File: config.mk
export PLATFORM = sky130hd
export DESIGN_NAME = bcd_to_bin_seq
export DESIGN_NICKNAME = d
export VERILOG_FILES = /design/src/rtl/bcd_pkg.sv /design/src/rtl/bcd_digit_mac.sv /design/src/rtl/bcd_to_bin_seq.sv
export SDC_FILE = /design/constraint.sdc
export NUM_CORES = 1
export LEC_CHECK = 0
export CORE_MARGIN = 3
export CORE_UTILIZATION = 45
export CTS_CLUSTER_DIAMETER = 60
export DETAILED_ROUTE_END_ITERATION = 7
export MAX_ROUTING_LAYER = met4
export PLACE_DENSITY = 0.76
export SKIP_CTS_REPAIR_TIMING = 1
export SLEW_MARGIN = 15
export SYNTH_ARGS = -nofsm -noshare
export SYNTH_HDL_FRONTEND = slang
export SYNTH_SLANG_ARGS = --single-unit
File: constraint.sdc
create_clock -name clk -period 3 [get_ports clk]
set_clock_uncertainty 0.15 [all_clocks]
set_input_delay 0.75 -clock clk [delete_from_list [all_inputs] [get_ports clk]]
set_output_delay 0.75 -clock clk [all_outputs]
set_load 0.01 [all_outputs]
File: src/rtl/bcd_pkg.sv
// Shared BCD definitions: digit geometry, converter state encoding and
// the BCD-digits-to-binary-width helper used by BCD/binary converters.
package bcd_pkg;

    localparam int BCD_DIGIT_W = 4;
    localparam int BCD_MAX     = 9;

    typedef enum logic [1:0] {
        IDLE = 2'd0,
        CONV = 2'd1,
        DONE = 2'd2
    } bcd_state_e;

    // Bits needed to hold 10^ndig - 1, i.e. ceil(log2(10^ndig)).
    function automatic int bcd_bin_width(input int ndig);
        longint p = 1;
        int     w = 0;
        for (int i = 0; i < ndig; i++) p = p * 10;
        while ((longint'(1) << w) < p) w++;
        return (w < 1) ? 1 : w;
    endfunction

endpackage

File: src/rtl/bcd_digit_mac.sv
// One Horner step of BCD-to-binary conversion: acc*10 + digit, truncated
// to BW bits, with a flag for digits outside 0..9.
module bcd_digit_mac
    import bcd_pkg::*;
#(
    parameter int BW = 14
) (
    input  logic [BW-1:0]          acc,
    input  logic [BCD_DIGIT_W-1:0] digit,
    output logic [BW-1:0]          acc_next,
    output logic                   digit_err
);

    logic [BW-1:0] digit_ext;

    always_comb begin
        digit_ext = BW'(digit);
        // Shift-and-add times ten keeps the step multiplier-free.
        acc_next  = (acc << 3) + (acc << 1) + digit_ext;
        digit_err = (digit > BCD_DIGIT_W'(BCD_MAX));
    end

endmodule

File: src/rtl/bcd_to_bin_seq.sv
// Sequential packed-BCD to binary converter, one digit per clock, MSD first,
// with valid/ready on both sides and a sticky bad-digit flag.
module bcd_to_bin_seq
    import bcd_pkg::*;
#(
    parameter int NDIG = 4,
    parameter int BW   = 14
) (
    input  logic                        clk,
    input  logic                        rst_n,
    input  logic                        in_valid,
    output logic                        in_ready,
    input  logic [BCD_DIGIT_W*NDIG-1:0] bcd_in,
    output logic                        out_valid,
    input  logic                        out_ready,
    output logic [BW-1:0]               bin_out,
    output logic                        err
);

    // Handshake: a transfer happens on a rising edge where valid and ready
    // are both high; ready never depends combinationally on valid.
    localparam int SW = BCD_DIGIT_W * NDIG;
    localparam int CW = (NDIG > 1) ? $clog2(NDIG) : 1;

    bcd_state_e state;
    logic [SW-1:0] sr;
    logic [BW-1:0] acc;
    logic [CW-1:0] cnt;
    logic          err_int;

    logic [BCD_DIGIT_W-1:0] msd;
    logic [BW-1:0]          acc_next;
    logic                   digit_err;
    logic                   err_next;

    assign msd      = sr[SW-1 -: BCD_DIGIT_W];
    assign err_next = err_int | digit_err;

    bcd_digit_mac #(.BW(BW)) u_mac (
        .acc       (acc),
        .digit     (msd),
        .acc_next  (acc_next),
        .digit_err (digit_err)
    );

    always_ff @(posedge clk or negedge rst_n) begin
        if (!rst_n) begin
            state     <= IDLE;
            sr        <= '0;
            acc       <= '0;
            cnt       <= '0;
            err_int   <= 1'b0;
            bin_out   <= '0;
            err       <= 1'b0;
            out_valid <= 1'b0;
            in_ready  <= 1'b1;
        end else begin
            case (state)
                IDLE: begin
                    if (in_valid) begin
                        sr       <= bcd_in;
                        acc      <= '0;
                        cnt      <= '0;
                        err_int  <= 1'b0;
                        in_ready <= 1'b0;
                        state    <= CONV;
                    end
                end
                CONV: begin
                    acc     <= acc_next;
                    sr      <= sr << BCD_DIGIT_W;
                    cnt     <= cnt + 1'b1;
                    err_int <= err_next;
                    if (cnt == CW'(NDIG - 1)) begin
                        // A bad digit anywhere suppresses the value entirely.
                        bin_out   <= err_next ? '0 : acc_next;
                        err       <= err_next;
                        out_valid <= 1'b1;
                        state     <= DONE;
                    end
                end
                DONE: begin
                    if (out_ready) begin
                        out_valid <= 1'b0;
                        in_ready  <= 1'b1;
                        state     <= IDLE;
                    end
                end
                default: begin
                    out_valid <= 1'b0;
                    in_ready  <= 1'b1;
                    state     <= IDLE;
                end
            endcase
        end
    end

endmodule

; Word level (Yosys, flattened, before mapping)
; Cells that the tools add are included.
[op_classes]
n_mux = 18
n_reduce_logical = 7
n_lt_le_gt_ge = 1
n_bitwise = 3
addsub = 3
n_eq_ne = 6
[ops]
columns = op, n
row1 = case mux 16 bit (2 select lines), 1
row2 = case mux 13 bit (2 select lines), 1
row3 = 2-to-1 mux 16 bit, 1
row4 = adder 14 bit, 1
row5 = adder 14 x 4 -> 14 bit, 1
row6 = 2-to-1 mux 14 bit, 1
row7 = 2-to-1 mux 13 bit, 1
row8 = AND reduction 3 bit, 3
row9 = 2-to-1 mux 2 bit, 4
row10 = "!= test 2 bit, second input constant", 3
row11 = case mux 1 bit (3 select lines), 2
row12 = case mux 2 bit (3 select lines), 1
row13 = "== test 2 bit, second input constant", 2
row14 = "> comparator 4 bit, second input constant", 1
row15 = 2-to-1 mux 1 bit, 4
row16 = case mux 2 bit (2 select lines), 1
row17 = AND reduction 2 bit, 2
row18 = "adder 2 x 1 -> 2 bit, second input constant", 1
row19 = "== test 2 x 1 -> 1 bit, second input constant", 1
row20 = logical NOT 2 bit, 1
row21 = NOT 1 bit, 2
row22 = case mux 1 bit (2 select lines), 1
row23 = nonzero test 2 bit, 1
row24 = OR 1 bit, 1
[word_totals]
ff_bits = 51
inputBits = 20
wordCells = 47

; Longest topological paths before layout
; Gate-level depths: netlist of the first run.
[depth]
ltp_word = 3
depth_mapped = 9
depth_no_buf = 9

; By module
; A second synthesis of the first run with hierarchy kept.
[hier_totals]
hier_cells = 264
area_unflattened_um2 = 2771.4
[modules_own_cells]
columns = module, cells_per_inst, area_per_inst_um2, instances, seq_area_each_um2
row1 = bcd_to_bin_seq, 187, 2108.3, 1, 1302.5
row2 = bcd_digit_mac, 77, 663.1, 1, 0.0

; Least setup slack after synthesis of the first run
; OpenSTA, ideal clock, no wires.
[synth_timing]
path_kind = flip-flop to flip-flop
from = register sr[15]
to = register bin_out[13]
period_less_slack_ns = 2.540
path_slack_ns = 0.460
path_stages_with_launch = 10
path_buffers = 0
required_time_ns = 2.728
t_arrival_ns = 2.269
path_cell_list = dfrtp_1 > inv_1 > fa_1 > inv_1 > ha_1 > a21o_1 > nand4_1 > a211oi_1 > or3_1 > a32o_1
[synth_via]
elab_chain_len = 3
word_cells_on_any_way = 4
[synth_lines]
columns = element, line_no
row1 = start: declaration, bcd_to_bin_seq.sv:26  ; logic [SW-1:0] sr;
row2 = start signal: assignment, bcd_to_bin_seq.sv:61  ; sr <= bcd_in;
row3 = start signal: assignment, bcd_to_bin_seq.sv:71  ; sr <= sr << BCD_DIGIT_W;
row4 = branches (longest 2 deep; another with adder 14 x 4 -> 14 bit), --
row5 = 2-to-1 mux 14 bit *, bcd_to_bin_seq.sv:76  ; bin_out <= err_next ? '0 : acc_next;
row6 = end signal: assignment, bcd_to_bin_seq.sv:76
row7 = end: declaration, bcd_to_bin_seq.sv:16  ; output logic [BW-1:0] bin_out,
; Every way passes the cells marked *.
; A chain may end at the register's enable or synchronous reset.

; Worst setup path after layout of the first run
[layout_timing]
from = register acc[0]
to = register bin_out[13]
[layout_via]
elab_chain_len = 3
[layout_lines]
columns = element, line_no
row1 = start: declaration, bcd_to_bin_seq.sv:27  ; logic [BW-1:0] acc;
row2 = start signal: assignment, bcd_to_bin_seq.sv:70  ; acc <= acc_next;
row3 = adder 14 bit, bcd_digit_mac.sv:19  ; acc_next = (acc << 3) + (acc << 1) + digit_ext;
row4 = adder 14 x 4 -> 14 bit, bcd_digit_mac.sv:19
row5 = 2-to-1 mux 14 bit, bcd_to_bin_seq.sv:76
; Every way passes these cells.

==> metrics, run 1 <==
status completed; worst hold path type in2async; clk buf depth 2; max-cap viol count 0; GRT overflow 0; H-tree levels 2; boundary pin count 37; Hold WS ~110 ps; drt total wl approximately 5.6 mm; CTS Root Cell clkbuf_8; core box area approximately 5600 µm²; f_max roughly 370 MHz; number of synthesized flops with an enable pin 0; Crit Path Max Fanout 4; RSZ-0062 raised after global routing false; largest family of logic cells by synthesized area compound AO/OA/AOI/OAI gates; initial antenna violation count 0; DR vias between 2,000 and 2,500; DR iter-0 viols ~110; Syn-to-layout area delta 21.51%; vias in the first global route between 2,000 and 2,500; clock sinks 51; first-pass GRT wire length ~10 mm; Rows 27; period utilization ~90%; Yosys cell types 35; Adder-Cell Fraction of Synth Area 12.28%; DRC errors left 0; CTS Buf Count 5; syn_area_per_cell between 10 and 15 µm²; routability congestion estimate from global placement a little over 0.9; Post-Synth XOR/XNOR Area between 2 and 2.5%; CP startpoint kind register; syn_nets approximately 300; Setup TNS 0 ps; fin crit period 2712 ps; Setup-failing EPs final 0; R2R cell count 9; Crit. End Element register; largest net degree at the start of global routing 30; Worst R2R End bin_out[13]; share of post-route cells with drive strength above 1 about 7.6%; post-synthesis async set-or-reset flop share 100.0%; # diodes 0; Die Height about 83 µm; register bit total from synthesis 51; die area 6894 µm²; YS warnings 0; Skew-Pair Late Insertion Delay ~310 ps; wire length per cell 15.58 µm; DIE WIDTH around 83 µm; Seq/Total Area, Yosys roughly 48%; Critical Path Source acc[0]; Max IR drop VDD between 0.0004 and 0.0005 V; R2R Path Start acc[0]; Power Dens Cells 1188 nW/µm²; Synth Area in Simple Gates slightly above 10%; DP HPWL around 4.2 mm; Initial Utilization between 40% and 50%; Critical Path RT 3060 ps; post-synthesis mux area share 0%; Post-Syn Instances 252; filler cell count roughly 520; WS Path Type reg2reg; Least-Margin Pin Slew between 500 and 600 ps; Worst-path clk slew about 90 ps; fin. max-slew vios 0; Compound-Gate Fraction of Synth Area 24.23%; Cell Area, Synth between 2000 and 3000 µm²; prevailing post-synth register cell dfrtp_1; Final Hold Viols 0; Slew headroom about 65%; Post-DRT Antenna Nets 0; Nets 334; Buffers on Ports 36; leakage 1.467 nW; GRT Total Usage between 10% and 20%; crit path DAT approximately 2800 ps; CTS tree yes; vias per cell approximately 5.7; router iterations before antenna repair 4; setup slack, reg-to-reg ~290 ps
critical path: stages, from the launching register on:
cell	delay, ps
dfrtp_1	390
inv_1	80
fa_1	550
inv_1	60
ha_1	290
a21o_1	170
nand4_1	170
a211oi_1	110
or3_1	380
a32o_1	260
sequential cells by signal, summed over array words and instances (netlist names):
| register | cells |
|---|---|
| err_int | 1 |
| state | 2 |
| acc | 13 |
| cnt | 2 |
| sr | 16 |
| bin_out | 14 |
| in_ready | 1 |
| err | 1 |
| out_valid | 1 |
placed cells by master (no fill, tap or decap), types with 3 or more instances in the layout:
cell	instances
a21o_1	4
a21oi_1	14
a22o_1	22
a22oi_1	12
a32o_1	7
buf_4	6
clkbuf_8	5
clkdlybuf4s50_1	35
dfrtp_1	50
ha_1	23
inv_1	9
nand2_1	27
nand2b_1	5
nand4_1	3
nor2_1	10
o211ai_1	3
o21ai_0	20
or3_1	4
xnor2_1	6
stage by stage:
step | util [%] | instances | total power, W | setup WS (ps) | area, µm²
5_1_grt | 57.85 | 362 | 0.004217 | 132.6 | 3244
6_report | 57.85 | 362 | 0.003855 | 288.2 | 3244
3_3_place_gp | 55.85 | 354 | 0.003330 | 355.7 | 3132
2_1_floorplan | - | 252 | 0.002726 | 459.8 | 2670
4_1_cts | 57.85 | 362 | 0.003893 | 275.3 | 3244
3_5_place_dp | 55.85 | 354 | 0.003403 | 291.2 | 3132
worst max-delay path by stage:
stage,end,slack (ps),cells past startpoint
CTS,bin_out[13],280,9
global placement,bin_out[13],360,9
floorplan,bin_out[13],460,9
global route,bin_out[13],130,9
detailed placement,bin_out[13],290,9
finish,bin_out[13],290,9
Yosys cell counts, drive strengths merged (2+ instances only):
cell type | number | area [µm²]
dfrtp | 50 | 1251
nand2 | 28 | 107.6
ha | 23 | 287.8
a22o | 22 | 192.7
o21ai | 21 | 105.1
a21oi | 16 | 95.10
a22oi | 12 | 90.09
nor2 | 10 | 37.54
clkbuf | 9 | 33.78
inv | 9 | 33.78
a32o | 7 | 70.07
xnor2 | 6 | 52.55
nand2b | 5 | 31.28
a21o | 4 | 30.03
buf | 4 | 18.76
or3 | 4 | 25.02
nand4 | 3 | 18.77
nor3 | 3 | 26.28
o211ai | 3 | 22.52
fa | 2 | 40.04
nor2b | 2 | 12.51
o2111ai | 2 | 17.52
metal layers:
layer	GRT usage (%)	vias up	share of wire, %
met2	29.66	39	50
met5	-	-	0
met3	3.671	7	3.1
li1	-	1008	-
met1	22.58	1015	45
met4	5.201	0	1.4
where the power goes:
part           internal (W)  total (W)  switching [W]
Sequential         0.000993    0.00121       0.000220
Clock              0.000248   0.000480       0.000231
Combinational       0.00102    0.00216        0.00114
Total               0.00226    0.00385        0.00159
final cells by class:
type / instances / area (µm²) / share of cell area [%]
repair buffers: 43 / 420.4 / 12.96
clock inverters: 3 / 43.79 / 1.350
multi-input cells: 179 / 1310 / 40.38
clock buffers: 5 / 68.82 / 2.121
inverters: 9 / 33.78 / 1.041
well taps: 72 / 90.09 / 2.777
flip-flops and latches: 51 / 1277 / 39.38
logic make-up after synthesis:
family | Yosys count
compound gates | 90
xor+xnor | 7
fa+ha+maj | 25
buf+inv | 22
flops | 51
simple gates | 57
Note: power is estimated with default switching activity, not from simulation.
==> inputs of run 2 (changes only) <==
PLACE_DENSITY = 0.72   (was 0.76)
==> run 2 against run 1 <==
Compared with the run above:
- first-iteration DRC count shrank 25%
- register-to-register slack worse by 20 ps
- non-clock buffer count unchanged
- combinational power about the same
- sequential power about the same
- hold slack better by 240 ps
- clock-buffer cell count is 1 higher
- die area unchanged
- largest cell class unchanged
==> metrics, run 2 (synthesis results as in run 1) <==
status completed; period utilization 91.03% (+0.63 points); H-tree levels 2 (unchanged); WS Path Type reg2reg; f_max 366.2 MHz (-0.70%); Pwr Total 0.003873 W (+0.47%); first-pass GRT wire length 9.963 mm (-0.42%); Setup-failing EPs final 0 (unchanged); clk buf depth 2 (unchanged); drt total wl 5.581 mm (-1.0%); largest net degree at the start of global routing 52 (+73%); RSZ-0062 raised after global routing false; most common cell after layout, fill and taps aside dfrtp_1; boundary pin count 37 (unchanged); leakage 1.469 nW (+0.17%); Worst-path clk slew 90 ps (about the same); routability congestion estimate from global placement 0.8879 (-4.5%); initial antenna violation count 0 (unchanged); Final Hold Viols 0 (unchanged); DIE WIDTH 83.03 µm (unchanged); worst hold path type reg2reg; Syn-to-layout area delta 21.70%; Power Dens Cells 1192 nW/µm² (+0.32%); Largest register FFs 16 (unchanged); router iterations before antenna repair 4 (unchanged); worst path cell trace inv_1 -> fa_1 -> inv_1 -> ha_1 -> a21o_1 -> nand4_1 -> a211oi_1 -> or3_1 -> a32o_1; fin. max-slew vios 0 (unchanged); Hold WS 349.2 ps (+243.6 ps); max-cap viol count 0 (unchanged); CTS Buf Count 5 (unchanged); vias per cell 5.635 (-1.4%); commonest cells after routing, fill and taps aside 50 x dfrtp_1, 35 x clkdlybuf4s50_1, 27 x nand2_1; Post-DRT Antenna Nets 0 (unchanged); wire length per cell 15.42 µm (-1.0%); Slew headroom 57.25% (-7.8 points); Buffers on Ports 36 (unchanged); clock sinks 51 (unchanged); Die Height 83.03 µm (unchanged); CTS Root Cell clkbuf_8; critical path's slowest cell fa_1; DR iter-0 viols 79 (-25%); Finished Layout Cells 362 (unchanged); Crit. End Element register; Reg area 1277 µm² (unchanged); DP HPWL 4.011 mm (-4.8%); Max IR drop VDD 0.0004808 V (+4.0%); slowest stage delay, CP 600 ps (+50 ps); Most flops, register sr; core box area 5608 µm² (unchanged); crit path DAT 2780 ps (about the same); Multi-input gate area 1310 µm² (unchanged); Critical Path RT 3050 ps (about the same); Initial Utilization 47.61% (unchanged); setup ws final 269.1 ps (-19.01 ps); DRC errors left 0 (unchanged); Largest regs sr x16, bin_out x14, acc x13; # diodes 0 (unchanged); cell mode on critical path inv_1; DR vias 2,040 (-1.4%); Nets 334 (unchanged); vias in the first global route 2,100 (-0.66%); share of post-route cells with drive strength above 1 7.586% (unchanged); Setup TNS 0 ps (unchanged); Rows 27 (unchanged); Crit Path Max Fanout 4 (unchanged); post-place setup slack 276.3 ps (-14.83 ps); CTS tree yes; die area 6894 µm² (unchanged); GRT overflow 0 (unchanged); fin crit period 2731 ps (+19.01 ps); dpl cells 354 (unchanged); CP startpoint kind register; GRT Total Usage 17.84% (-0.20 points); filler cell count 518 (-0.96%); Skew-Pair Late Insertion Delay 300 ps (about the same); Least-Margin Pin Slew 641.3 ps (+117.6 ps)
[run 2: critical path, delay by kind of cell (launching register included)]
| family | cells | cell delay (ps) |
|---|---|---|
| fa+ha+maj | 2 | 890 |
| buf+inv | 2 | 140 |
| simple gates | 2 | 550 |
| compound gates | 3 | 540 |
| flops | 1 | 360 |
[run 2: final cells by class]
| type | count | share of cell area [%] |
|---|---|---|
| inverters | 9 | 1.040 |
| well taps | 72 | 2.772 |
| flip-flops and latches | 51 | 39.31 |
| multi-input cells | 179 | 40.32 |
| clock inverters | 2 | 1.078 |
| clock buffers | 6 | 2.541 |
| repair buffers | 43 | 12.94 |
[run 2: routing by layer]
metal / vias to the layer above / GRT usage (%) / wire length, µm
li1: 1002 / - / -
met1: 989 / 22.91 / 2628
met2: 44 / 29.23 / 2671
met3: 5 / 3.671 / 222
met4: 0 / 4.012 / 59
met5: - / - / 0
[run 2: path summary, 6_finish.rpt]
path	start	end	slack (ps)	depth (start not counted)
max	sr[15]	bin_out[13]	270	9
min	sr[6]	sr[6]	350	2
max reg2reg	sr[15]	bin_out[13]	270	9
min reg2reg	sr[6]	sr[6]	350	2
max in group asynchronous	rst_n	sr[15]	1870	2
min in group asynchronous	rst_n	bin_out[5]	390	2
[run 2: report_power, final]
part	total (W)	switching, W	internal (W)	leakage, nW
clock	0.000493	0.000223	0.000270	0.0612
sequential	0.00121	0.000222	0.000993	0.651
combinational	0.00217	0.00114	0.00103	0.757
total	0.00387	0.00158	0.00229	1.47
[run 2: per-stage QoR]
stage          instance area [µm²]  utilization, %
2_1_floorplan                 2670               -
3_3_place_gp                  3132           55.85
3_5_place_dp                  3132           55.85
4_1_cts                       3249           57.94
5_1_grt                       3249           57.94
6_report                      3249           57.94
==> inputs of run 3 (changes only) <==
PLACE_DENSITY = 0.71   (was 0.72)
SYNTH_HIERARCHICAL = 1   (was unset)
==> run 3 against run 2 <==
Compared with the run above:
- maximum frequency fell by 0.62%
- register-to-register slack lost 20 ps
- clock-buffer cell count is the same
- hold slack worse by 15 ps
- wire length down 1.4%
- area after synthesis grew 2.5%
- via count decreased by 0.25%
- first-iteration DRC count grew 8.9%
- sequential share of layout area decreased by 0.45 points
- setup slack worse by 17 ps
- clock power rose by 12%
- power up 11%
- largest cell class unchanged
- largest power group unchanged
- highest routed layer unchanged
==> metrics, run 3 <==
status completed; most common cell after layout, fill and taps aside dfrtp_1; Least-Margin Pin Slew 881.3 ps (+240.0 ps); Skew-Pair Late Insertion Delay 300 ps (about the same); syn_nets 307 (+3.4%); worst hold path type reg2reg; slowest stage delay, CP 530 ps (-70 ps); initial antenna violation count 0 (unchanged); Switching Power 0.001783 W (+13%); GRT Total Usage 17.20% (-0.63 points); first-pass GRT wire length 9.618 mm (-3.5%); commonest cells after routing, fill and taps aside 50 x dfrtp_1, 38 x nand2_1, 35 x clkdlybuf4s50_1; Comb pwr share 57.8% (+1.9 points); Initial Utilization 47.95% (+0.34 points); Power Dens Cells 1312 nW/µm² (+10%); Die Height 84.00 µm (+1.2%); Max IR drop VDD 0.0005519 V (+15%); router iterations before antenna repair 4 (unchanged); cell mode on critical path inv_1; largest net degree at the start of global routing 42 (-19%); max-cap viol count 0 (unchanged); RSZ-0062 raised after global routing false; Placed Area 3149 µm² (+0.56%); DRC errors left 0 (unchanged); period utilization 91.60% (+0.57 points); DR vias 2,035 (-0.25%); Post-Syn Instances 262 (+4.0%); Largest regs sr x16, bin_out x14, acc x13; DR iter-0 viols 86 (+8.9%); boundary pin count 37 (unchanged); drt total wl 5.504 mm (-1.4%); Setup TNS 0 ps (unchanged); post-layout instance area 3287 µm² (+1.2%); f_max 363.9 MHz (-0.62%); GRT overflow 0 (unchanged); core box area 5709 µm² (+1.8%); leakage 1.459 nW (-0.70%); Setup-failing EPs final 0 (unchanged); clk buf depth 2 (unchanged); Post-DRT Antenna Nets 0 (unchanged); CTS Root Cell clkbuf_8; routability congestion estimate from global placement 0.8524 (-4.0%); crit-path leading delay family compound AO/OA/AOI/OAI gates; syn_area_per_cell 10.45 µm² (-1.4%); Reg area 1277 µm² (unchanged); WS Path Type reg2reg; Finished Layout Cells 369 (+1.9%); CTS Buf Count 5 (unchanged); post-place setup slack 219.6 ps (-56.72 ps); fin crit period 2748 ps (+17.16 ps); # diodes 0 (unchanged); die area 7055 µm² (+2.3%); vias in the first global route 2,058 (-2.0%); worst path cell trace inv_1 -> fa_1 -> inv_1 -> ha_1 -> a21oi_1 -> o211ai_2 -> o2111ai_2 -> a31oi_1 -> xnor2_1 -> nand2_1 -> o21ai_0; CTS tree yes; filler cell count 499 (-3.7%); Hold WS 334.2 ps (-14.97 ps); crit path DAT 2820 ps (+40 ps); vias per cell 5.515 (-2.1%); Slew headroom 41.24% (-16 points); clock power share 12.8% (about the same); critical path's slowest cell fa_1; YS warnings 6 (+6); Crit Path Max Fanout 3 (-1); sequential power share 29.4% (-2.0 points); Final Hold Viols 0 (unchanged); clock sinks 51 (unchanged); Syn-to-layout area delta 20.06%; fin. max-slew vios 0 (unchanged); Critical Path RT 3070 ps (+20 ps); Crit path buffers/inverters 2 (unchanged); Multi-input gate area 1356 µm² (+3.5%); DIE WIDTH 84.00 µm (+1.2%); dpl cells 361 (+2.0%); Cell Area, Synth 2738 µm² (+2.5%); Buffers on Ports 36 (unchanged); Crit. End Element register; Worst-path clk slew 90 ps (about the same); wire length per cell 14.92 µm (-3.3%); Sw Share 41.35% (+0.44 points); Largest register FFs 16 (unchanged); share of post-route cells with drive strength above 1 11.45% (+3.9 points); Nets 341 (+2.1%); P_int 0.002529 W (+10%); DP HPWL 4.101 mm (+2.2%); Most flops, register sr; CP startpoint kind register; H-tree levels 2 (unchanged); setup ws final 252.0 ps (-17.16 ps); Rows 27 (unchanged)
run 3: final timing paths:
check | endpoint | slack (ps) | from | cells past startpoint
max reg2reg | bin_out[13] | 250 | acc[0] | 11
min in group asynchronous | bin_out[5] | 410 | rst_n | 1
min reg2reg | bin_out[13] | 330 | bin_out[13] | 2
max in group asynchronous | sr[4] | 1640 | rst_n | 2
min | bin_out[13] | 330 | bin_out[13] | 2
max | bin_out[13] | 250 | acc[0] | 11
run 3: layer usage:
layer	GRT usage [%]	vias to the layer above	share of wire, %
li1	-	1009	-
met1	21.05	977	45
met4	3.655	0	0.33
met5	-	-	0
met2	29.72	47	51
met3	3.258	2	3.9
run 3: final cells by class:
cell class                 count  area share, %
inverter                       8         0.9136
clock inverter                 2          1.827
clock buffer                   6          2.208
timing repair buffer          42          12.18
multi-input combinational    188          41.26
tap                           72          2.741
sequential                    51          38.87
run 3: metrics by stage:
stage | utilization, % | total power [W]
after detailed placement | 55.16 | 0.003766
after global routing | 57.57 | 0.004707
after global placement | 55.16 | 0.003680
final | 57.57 | 0.004312
after CTS | 57.48 | 0.004325
after floorplan | - | 0.003132
run 3: worst min-delay path: stages, from the launching register on:
cell and delay (ps):
dfrtp_1 350, nand2_1 50, o21ai_0 60
run 3: power groups by stage:
stage          registers [W]  clock network, W  logic (W)
6_report             0.00127          0.000552    0.00249
5_1_grt              0.00131          0.000597    0.00280
4_1_cts              0.00127          0.000574    0.00249
3_5_place_dp         0.00128                 0    0.00249
3_3_place_gp         0.00127                 0    0.00241
2_1_floorplan        0.00122                 0    0.00191
